--- src/rtl/vram_reader.sv ---
// vram_reader: pipelined single-byte read client for port B of a text-VRAM BSRAM.
// Define VRAM_READER_VERIFY_EN to compile in the boot-pattern self-check engine.
module vram_reader #(
    parameter int ADDR_W     = 10,
    parameter int DATA_W     = 8,
    parameter int RD_LATENCY = 2
) (
    input  logic              MEMORY_CLK,
    input  logic              rst_n,
    input  logic              req_valid,
    input  logic [ADDR_W-1:0] req_addr,
    output logic              req_ready,
    output logic              rsp_valid,
    output logic [DATA_W-1:0] rsp_data,
    output logic [ADDR_W-1:0] v_adb,
    output logic              v_ceb,
    output logic              v_oce,
    output logic              v_resetb,
    input  logic [DATA_W-1:0] v_dout,
    input  logic              scan_start,
    output logic              scan_busy,
    output logic              scan_done,
    output logic [ADDR_W:0]   err_count,
    output logic [ADDR_W-1:0] first_err_addr,
    output logic              pass
);
    localparam int PIPE_D = RD_LATENCY + 1;

    logic              running;
    logic              accept;
    logic              issue_valid;
    logic              issue_scan;
    logic [ADDR_W-1:0] issue_addr;
    logic [PIPE_D-1:0] pipe_valid;
    logic [PIPE_D-1:0] pipe_scan;
    logic [ADDR_W-1:0] pipe_addr [PIPE_D];
    logic              exit_valid;
    logic              exit_scan;
    logic [ADDR_W-1:0] exit_addr;

    assign accept     = req_valid & req_ready;
    assign exit_valid = pipe_valid[PIPE_D-1];
    assign exit_scan  = pipe_scan[PIPE_D-1];
    assign exit_addr  = pipe_addr[PIPE_D-1];

    assign v_ceb    = running;
    assign v_oce    = running;
    assign v_resetb = 1'b0;

    // Tags ride alongside the BSRAM latency so each exits as its byte appears on v_dout.
    always_ff @(posedge MEMORY_CLK or negedge rst_n) begin
        if (!rst_n) begin
            running    <= 1'b0;
            v_adb      <= '0;
            pipe_valid <= '0;
            pipe_scan  <= '0;
            for (int i = 0; i < PIPE_D; i++) pipe_addr[i] <= '0;
            rsp_valid  <= 1'b0;
            rsp_data   <= '0;
        end else begin
            running    <= 1'b1;
            if (issue_valid) v_adb <= issue_addr;
            pipe_valid <= {pipe_valid[PIPE_D-2:0], issue_valid};
            pipe_scan  <= {pipe_scan[PIPE_D-2:0], issue_valid & issue_scan};
            pipe_addr[0] <= issue_addr;
            for (int i = 1; i < PIPE_D; i++) pipe_addr[i] <= pipe_addr[i-1];
            rsp_valid  <= exit_valid & ~exit_scan;
            if (exit_valid & ~exit_scan) rsp_data <= v_dout;
        end
    end

`ifdef VRAM_READER_VERIFY_EN
    // state | meaning
    // IDLE  | serving user reads, waiting for scan_start
    // ISSUE | one scan read per cycle, addresses 0..max
    // DRAIN | waiting for the last scan tags to be compared
    // DONE  | scan_done pulse, pass latched, back to IDLE
    typedef enum logic [1:0] {IDLE, ISSUE, DRAIN, DONE} state_t;

    localparam logic [ADDR_W-1:0] LAST_ADDR = '1;

    state_t            state;
    logic [ADDR_W-1:0] scan_addr;
    logic [DATA_W-1:0] exp_byte;
    logic              scan_miss;

    always_comb begin
        exp_byte      = '0;
        exp_byte[6:0] = exit_addr[6:0];
    end

    assign scan_miss   = exit_valid & exit_scan & (v_dout != exp_byte);
    assign req_ready   = running & ((state == IDLE) | (state == DONE));
    assign issue_scan  = (state == ISSUE);
    assign issue_valid = accept | issue_scan;
    assign issue_addr  = issue_scan ? scan_addr : req_addr;

    always_ff @(posedge MEMORY_CLK or negedge rst_n) begin
        if (!rst_n) begin
            state          <= IDLE;
            scan_addr      <= '0;
            scan_busy      <= 1'b0;
            scan_done      <= 1'b0;
            err_count      <= '0;
            first_err_addr <= '0;
            pass           <= 1'b0;
        end else begin
            scan_done <= 1'b0;
            if (scan_miss) begin
                err_count <= err_count + 1'b1;
                if (err_count == '0) first_err_addr <= exit_addr;
            end
            case (state)
                IDLE: begin
                    if (scan_start) begin
                        err_count      <= '0;
                        first_err_addr <= '0;
                        pass           <= 1'b0;
                        scan_addr      <= '0;
                        scan_busy      <= 1'b1;
                        state          <= ISSUE;
                    end
                end
                ISSUE: begin
                    scan_addr <= scan_addr + 1'b1;
                    if (scan_addr == LAST_ADDR) state <= DRAIN;
                end
                DRAIN: begin
                    if ((pipe_valid & pipe_scan) == '0) begin
                        scan_busy <= 1'b0;
                        scan_done <= 1'b1;
                        pass      <= (err_count == '0);
                        state     <= DONE;
                    end
                end
                DONE: state <= IDLE;
                default: state <= IDLE;
            endcase
        end
    end
`else
    logic unused_scan;

    assign unused_scan    = ^{scan_start, exit_addr};
    assign req_ready      = running;
    assign issue_scan     = 1'b0;
    assign issue_valid    = accept;
    assign issue_addr     = req_addr;
    assign scan_busy      = 1'b0;
    assign scan_done      = 1'b0;
    assign err_count      = '0;
    assign first_err_addr = '0;
    assign pass           = 1'b0;
`endif

endmodule

--- config.mk ---
export PLATFORM = sky130hd
export DESIGN_NAME = vram_reader
export DESIGN_NICKNAME = d
export VERILOG_FILES = /design/src/rtl/vram_reader.sv
export SDC_FILE = /design/constraint.sdc
export NUM_CORES = 1
export LEC_CHECK = 0
export BUFFER_PORTS_ARGS = -buffer_cell sky130_fd_sc_hd__buf_4
export CAP_MARGIN = 20
export CORE_ASPECT_RATIO = 0.7
export CORE_MARGIN = 2
export CORE_UTILIZATION = 44
export CTS_CLUSTER_DIAMETER = 30
export DETAILED_ROUTE_END_ITERATION = 12
export PLACE_DENSITY = 0.89
export SYNTH_ARGS = -nofsm -noshare
export SYNTH_HDL_FRONTEND = slang
export SYNTH_SLANG_ARGS = --single-unit
--- constraint.sdc ---
create_clock -name MEMORY_CLK -period 1.7 [get_ports MEMORY_CLK]
set_input_delay 0.255 -clock MEMORY_CLK [delete_from_list [all_inputs] [get_ports MEMORY_CLK]]
set_output_delay 0.255 -clock MEMORY_CLK [all_outputs]
set_load 0.05 [all_outputs]
==> flow_summary.toml, run 1 <==
[sta]
slew_violations = 0
rsz0062_at_grt = "false"
final_hold_viol_count = 0
setup_tns_ps = 0
min_period_over_period = 0.7065
hold_ws_ps = 174.7
setup_viol = 0
min_period_ps = 1201
fmax_ghz = 0.8327
fin_ws_ps = 499.0
skew_ps = 3.622

[yosys]
synthAdderAreaFrac = 0
synth-simple-area-share = 0.005967
syn_area_per_cell_um2 = 14.17
yosysWarnings = 0
synth_xor_area_frac = 0
synth_top_family_by_area = "multiplexers"
synth-seq-cells = 23
syn_inst = 74
synth_compound_area_frac = 0
synth_cell_types = 9
synth_area_um2 = 1049
synth_seq_area_share = 0.5489
muxShareOfSynthArea = 0.2255

[setup_path]
crit_path_start_kind = "register"
setup.worst_path.start = "req_ready"
reg2reg_depth = 2
critPathRequiredTime_ps = 1900
critPathCapture = "v_adb[9]"
r2r_start = "req_ready"
path_max_fanout = 11
path_class = "register to register"
r2r_setup_slack_ps = 500
end_kind = "register"
reg2reg_to = "v_adb[9]"
cp.arrival_ps = 1400

[die]
start_util = 0.4751
coreArea_um2 = 2207
dieArea_um2 = 2796
rows = 14
die_h_um = 44.84
ioPinCount = 69
die_x_um = 62.35

[clocking]
cts_resized = 0
htree_levels = 1
cts_sinks = 23
cts_setup_buffers = 0
root_buffer = "clkbuf_4"
cts_buffers = 3
cts.path.max_buffers = 2
clock_latency_ps = 300
ctsHoldBuffers = 1
path_clk_slew_ps = 120
tritoncts = "built"

[power]
total_power_mw = 1.512
p_comb_frac = 0.410
p_int_uw = 891.2
power_frac_clock = 0.157
peakVddDrop_v = 0.0005010
leakage_nw = 0.7082
seq_power_share = 0.433
power.density_nw_per_um2 = 1152
power_switching_uw = 620.9
swShare = 0.4106

[global_routing]
grt_util_all_layers = 0.1195
grt-ovfl-total = 0
grt_pass1_vias = 562
grt_pass1_wl_um = 2559
grt_max_degree = 24
antenna_found_initial = 0

[layout]
layout_common_cells = "buf_4, conb_1, dfrtp_1"
nets = 139
fill_cells = 196
final_common_cell = "buf_4"
final_core_util = 0.5947
drive_above_1_share = 0.5603
areaGrowthSynthToFinish_pct = 25.18
final_cells = 148
diodes = 0
final_cell_area_um2 = 1313

[route]
wirelength_um = 1541
avgRoutedWirePerCell_um = 10.41
drtIter0Drc = 20
drtPass1Iterations = 2
drtAntennaViolNets = 0
num_vias = 572
drc_errors = 0
viasPerCell = 3.865

[placement]
placed_area_um2 = 1275
io_buffers = 42
gp_congestion = 0.6147
pre_cts_ws_ps = 499.4
dpl.cell_count = 143
dpl.hpwl_um = 1204

[min_path]
hold_start = "v_dout[3]"
hp-class = "primary input to register"

[outcome]
status = "complete, no violations"

[run]
maxCapViolations = 0
[power by group through the flow]
| stage | Clock (mW) | Combinational [mW] | Sequential [mW] |
|---|---|---|---|
| 4_1_cts | 0.255 | 0.624 | 0.657 |
| 3_5_place_dp | 0 | 0.622 | 0.666 |
| 2_1_floorplan | 0 | 0.269 | 0.895 |
| 5_1_grt | 0.279 | 0.643 | 0.667 |
| 6_report | 0.237 | 0.620 | 0.655 |
| 3_3_place_gp | 0 | 0.616 | 0.663 |
[cells by family (layout without fill, tap and decap cells)]
logic type / Yosys count / after routing
buffers and inverters: 30 / 48
flip-flops: 23 / 23
multiplexers: 18 / 18
other: 2 / 26
AND/OR/NAND/NOR: 1 / 1
[worst min-delay path by stage]
stage | end | depth (start not counted)
after floorplan | pipe_valid[0] | 0
after global placement | rsp_data[2] | 1
after detailed placement | rsp_data[1] | 1
after CTS | rsp_data[3] | 2
after global routing | rsp_data[3] | 2
final | rsp_data[3] | 2
[final cells by class]
class | instances | area [µm²] | share of cell area
sequential | 23 | 575.6 | 0.4385
clock inverter | 1 | 5.005 | 0.003813
clock buffer | 3 | 22.52 | 0.01716
tap | 32 | 40.04 | 0.03051
multi-input combinational | 45 | 340.3 | 0.2593
timing repair buffer | 43 | 325.3 | 0.2479
inverter | 1 | 3.754 | 0.002860
[worst max-delay path, stage by stage (launching register included)]
cell     delay, ps
dfrtp_1        430
nand2_2        300
mux2_2         370
[sequential cells by signal, summed over array words and instances, names as in the netlist]
signal and cells:
v_adb 10, req_ready 1, rsp_valid 1, rsp_data 8, pipe_valid 3
[metal layers]
metal	up-vias	part of all wire	global-route usage	wire length, µm
met1	263	0.39	0.1285	598
met3	0	0.13	0.07481	198
met5	-	0	0	0
met2	37	0.48	0.2130	745
met4	0	0	0.01333	0
li1	272	-	-	-
[cells in the mapped netlist]
library cell / instances / area (µm²)
buf_4: 27 / 202.7
dfrtp_1: 23 / 575.6
mux2_2: 9 / 101.4
mux2_4: 9 / 135.1
conb_1: 2 / 7.510
buf_2: 1 / 5.000
buf_6: 1 / 11.26
inv_1: 1 / 3.750
nand2_2: 1 / 6.260
Note: power is estimated with default switching activity, not from simulation.
==> run 2: changes to the inputs <==
--- a/config.mk
+++ b/config.mk
@@ -9,10 +9,10 @@
 export CAP_MARGIN = 20
 export CORE_ASPECT_RATIO = 0.7
 export CORE_MARGIN = 2
-export CORE_UTILIZATION = 44
+export CORE_UTILIZATION = 41
 export CTS_CLUSTER_DIAMETER = 30
 export DETAILED_ROUTE_END_ITERATION = 12
-export PLACE_DENSITY = 0.89
+export PLACE_DENSITY = 0.84
 export SYNTH_ARGS = -nofsm -noshare
 export SYNTH_HDL_FRONTEND = slang
 export SYNTH_SLANG_ARGS = --single-unit
==> constraint.sdc (replaced) <==
create_clock -name MEMORY_CLK -period 1.2 [get_ports MEMORY_CLK]
set_input_delay 0.18 -clock MEMORY_CLK [delete_from_list [all_inputs] [get_ports MEMORY_CLK]]
set_output_delay 0.18 -clock MEMORY_CLK [all_outputs]
set_load 0.05 [all_outputs]
==> flow_summary.toml, run 2 (synthesis gave the netlist of run 1 again) <==
[outcome]
status = "complete, no violations"

[min_path]
hold_path_end = "v_adb[3]"
hold_start = "req_addr[3]"
hold_depth = 2
hp-class = "primary input to register"

[die]
dieArea_um2 = 2984
rows = 15
coreArea_um2 = 2440
die_h_um = 46.31
start_util = 0.4297
die_x_um = 64.44
ioPinCount = 69

[layout]
fill_cells = 213
multi_input_area_um2 = 340.3
diodes = 0
regMostFlops = "v_adb"
nets = 140
areaGrowthSynthToFinish_pct = 27.33
final_cell_area_um2 = 1335
drive_above_1_share = 0.5641
final_core_util = 0.5472
layout_common_cells = "buf_4, conb_1, dfrtp_1"
regArea_um2 = 576.8
largest_reg_flops = 10
top_regs = "v_adb: 10 flops, rsp_data: 8 flops, pipe_valid: 3 flops"
final_common_cell = "buf_4"

[route]
drc_errors = 0
wirelength_um = 1587
num_vias = 595
drtPass1Iterations = 2
drtIter0Drc = 4
viasPerCell = 3.940
avgRoutedWirePerCell_um = 10.51
drtAntennaViolNets = 0

[sta]
final_hold_viol_count = 0
skew_ps = 2.568
min_period_over_period = 0.9388
setup_tns_ps = 0
rsz0062_at_grt = "false"
setup_viol = 0
fmax_ghz = 0.8877
min_period_ps = 1127
slew_violations = 0

[clocking]
root_buffer = "clkbuf_4"
htree_levels = 1
cts_buffers = 3
cts_sinks = 23
cts_resized = 0
clock_latency_ps = 300
cts.path.max_buffers = 2
path_clk_slew_ps = 110
tritoncts = "built"

[global_routing]
antenna_found_initial = 0
grt_pass1_wl_um = 2415
grt_pass1_vias = 548
grt_util_all_layers = 0.1127
grt-ovfl-total = 0
grt_max_degree = 24

[power]
leakage_nw = 0.7145
total_power_mw = 2.160
peakVddDrop_v = 0.0006969
power.density_nw_per_um2 = 1618

[setup_path]
reg2reg_to = "v_adb[4]"
path_max_fanout = 4
max_stage_delay_ps = 450
cp_top_family = "flip-flops"
end_kind = "primary output"
crit_path_start_kind = "register"
path_class = "register to primary output"
critPathRequiredTime_ps = 1020
critPathSlowestCell = "dfrtp_2"
cp_num_buf_inv = 1
r2r_start = "req_ready"
crit_chain = "buf_4"
r2r_setup_slack_ps = 100
reg2reg_depth = 3
cp.arrival_ps = 950

[placement]
gp_congestion = 0.6284
dpl.hpwl_um = 1242
placed_area_um2 = 1299
io_buffers = 42

[run]
maxCapViolations = 0
## run 2: changes by cell type in the layout (fill, tap and decap cells not counted), sizes merged
cell	delta
buf	+1
clkbuf	+1
clkinv	-1
## run 2: worst max path at each step
stage	start	slack (ps)	depth (start not counted)	endpoint
final	req_ready	70	1	v_oce
after global routing	req_ready	10	1	v_oce
after CTS	req_ready	50	1	v_oce
after detailed placement	req_ready	120	3	v_adb[2]
after global placement	req_ready	130	3	v_adb[0]
after floorplan	req_ready	4	3	v_adb[0]
## run 2: final cells by class
class                           instances  area share
Sequential cell                        23      0.4321
Clock buffer                            4     0.01968
Inverter                                1    0.002812
Timing Repair Buffer                   44      0.2587
Multi-Input combinational cell         45      0.2549
Tap cell                               34     0.03187
## run 2: what timing repair did
item	4_1_cts	5_1_grt
hold buffers	1	0
endpoints found under the hold margin	23	0
buffers inserted	0	0
setup endpoints to repair	0	0
## run 2: routing by layer
metal,routed length (µm),share of wire,up-vias,track usage
met1,621,0.39,283,0.1343
met4,0,0,0,0.02553
met5,0,0,-,0
li1,-,-,270,-
met2,763,0.48,42,0.1875
met3,202,0.13,0,0.05623
## run 2: where the power goes
| part | internal, mW | leakage (nW) | switching [mW] | total, mW |
|---|---|---|---|---|
| logic | 0.272 | 0.426 | 0.613 | 0.886 |
| clock network | 0.130 | 0.0150 | 0.213 | 0.342 |
| registers | 0.873 | 0.273 | 0.0590 | 0.932 |
| total | 1.27 | 0.715 | 0.885 | 2.16 |
## run 2: metrics by stage
stage / setup WS, ps / hold WS (ps) / std cells
floorplan: 3.845 / -115.6 / 98
global placement: 131.0 / 82.76 / 146
detailed placement: 118.1 / 89.85 / 146
CTS: 52.06 / 81.32 / 151
global route: 12.42 / 60.70 / 151
finish: 73.43 / 97.08 / 151
==> run 3: changes to the inputs <==
--- a/config.mk
+++ b/config.mk
@@ -13,6 +13,8 @@
 export CTS_CLUSTER_DIAMETER = 30
 export DETAILED_ROUTE_END_ITERATION = 12
 export PLACE_DENSITY = 0.84
+export RECOVER_POWER = 50
+export SETUP_SLACK_MARGIN = 0.1
 export SYNTH_ARGS = -nofsm -noshare
 export SYNTH_HDL_FRONTEND = slang
 export SYNTH_SLANG_ARGS = --single-unit
==> flow_summary.toml, run 3 (synthesis gave the netlist of run 1 again) <==
[sta]
min_period_ps = 1131
final_hold_viol_count = 0
rsz0062_at_grt = "true"
worst_slew_pin_slew_ps = 544.0
skew_ps = 9.915
setup_viol = 0
slew_headroom = 0.6373
slew_violations = 0
min_period_over_period = 0.9426
setup_tns_ps = 0
hold_ws_ps = 94.55
fmax_ghz = 0.8841

[layout]
drive_above_1_share = 0.5952
layout_common_cells = "buf_4, conb_1, dfrtp_1"
fill_cells = 212
nets = 149
largest_reg_flops = 10
diodes = 0
regMostFlops = "v_adb"
areaGrowthSynthToFinish_pct = 39.38
final_common_cell = "buf_4"
top_regs = "v_adb: 10 flops, rsp_data: 8 flops, pipe_valid: 3 flops"
final_cell_area_um2 = 1461

[power]
peakVddDrop_v = 0.0008091
power_switching_uw = 905.4
p_comb_frac = 0.438
seq_power_share = 0.415
total_power_mw = 2.275
power_frac_clock = 0.147
leakage_nw = 0.7770
power.density_nw_per_um2 = 1557
p_int_mw = 1.370
swShare = 0.3980

[placement]
placed_area_um2 = 1299
dpl.hpwl_um = 1265
gp_congestion = 0.6108
io_buffers = 42

[die]
die_h_um = 46.31
ioPinCount = 69
die_x_um = 64.44
start_util = 0.4297
dieArea_um2 = 2984
rows = 15
coreArea_um2 = 2440

[outcome]
status = "complete, no violations"

[route]
drtAntennaViolNets = 0
num_vias = 615
drc_errors = 0
avgRoutedWirePerCell_um = 10.78
viasPerCell = 3.844
drtPass1Iterations = 2
drtIter0Drc = 4
wirelength_um = 1724

[setup_path]
path_class = "register to register"
end_kind = "register"
critPathRequiredTime_ps = 1390
cp.arrival_ps = 1320
crit_path_start_kind = "register"
path_max_fanout = 10

[run]
maxCapViolations = 0

[global_routing]
grt-ovfl-total = 0
antenna_found_initial = 0
grt_max_degree = 24
grt_pass1_wl_um = 2352
grt_util_all_layers = 0.1110
grt_pass1_vias = 546

[clocking]
cts.path.max_buffers = 2
cts_buffers = 3
cts_sinks = 23
clock_latency_ps = 300
htree_levels = 1
path_clk_slew_ps = 120
tritoncts = "built"
root_buffer = "clkbuf_4"

[min_path]
hp-class = "primary input to register"
## run 3: cell count changes in the layout (fill, tap and decap cells not counted), sizes merged
cell / change
clkbuf: +5
buf: +4
## run 3: final timing paths
kind / depth (start not counted) / end / startpoint / slack (ps)
min reg2reg: 0 / pipe_valid[2] / pipe_valid[1] / 360
max reg2reg: 3 / v_adb[1] / req_ready / 70
min in group asynchronous: 2 / v_adb[9] / rst_n / 370
min: 2 / v_adb[4] / req_addr[4] / 90
max in group asynchronous: 2 / req_ready / rst_n / 450
max: 3 / v_adb[1] / req_ready / 70
## run 3: per-stage QoR
step                cells  setup WS [ps]  utilization
floorplan              98          3.845            -
global placement      146          131.6       0.5323
detailed placement    146          109.0       0.5323
CTS                   153          63.61       0.5595
global route          160          36.50       0.5990
finish                160          68.92       0.5990
## run 3: layer usage
layer | up-vias | share of wire | track usage
met3 | 0 | 0.090 | 0.04401
met4 | 0 | 0 | 0.03830
li1 | 289 | - | -
met1 | 289 | 0.36 | 0.1203
met5 | - | 0 | 0
met2 | 37 | 0.55 | 0.2042
## run 3: cell type report
| cell class | count | area, µm² | share of cell area |
|---|---|---|---|
| Multi-Input combinational cell | 45 | 340.3 | 0.2329 |
| Timing Repair Buffer | 53 | 471.7 | 0.3228 |
| Inverter | 1 | 3.754 | 0.002568 |
| Sequential cell | 23 | 576.8 | 0.3947 |
| Tap cell | 34 | 42.54 | 0.02911 |
| Clock buffer | 4 | 26.28 | 0.01798 |
## run 3: timing repair
| action | in CTS | in global routing |
|---|---|---|
| gates resized for setup | 4 | 17 |
| buffers inserted | 2 | 7 |
| endpoints found under the hold margin | 23 | 0 |
| hold buffers | 1 | 0 |
| endpoints found under the setup margin | 10 | 34 |
## run 3: power by group through the flow
stage | clock, mW | sequential, mW | combinational [mW]
after floorplan | 0 | 1.27 | 0.382
after global placement | 0 | 0.939 | 0.879
after detailed placement | 0 | 0.947 | 0.888
after CTS | 0.360 | 0.934 | 0.912
after global routing | 0.387 | 0.959 | 1.04
final | 0.335 | 0.944 | 0.996
## run 3: critical path, stage by stage, from the launching register on
cell and delay (ps):
dfrtp_2 460, nand2_2 100, buf_12 150, mux2_4 300
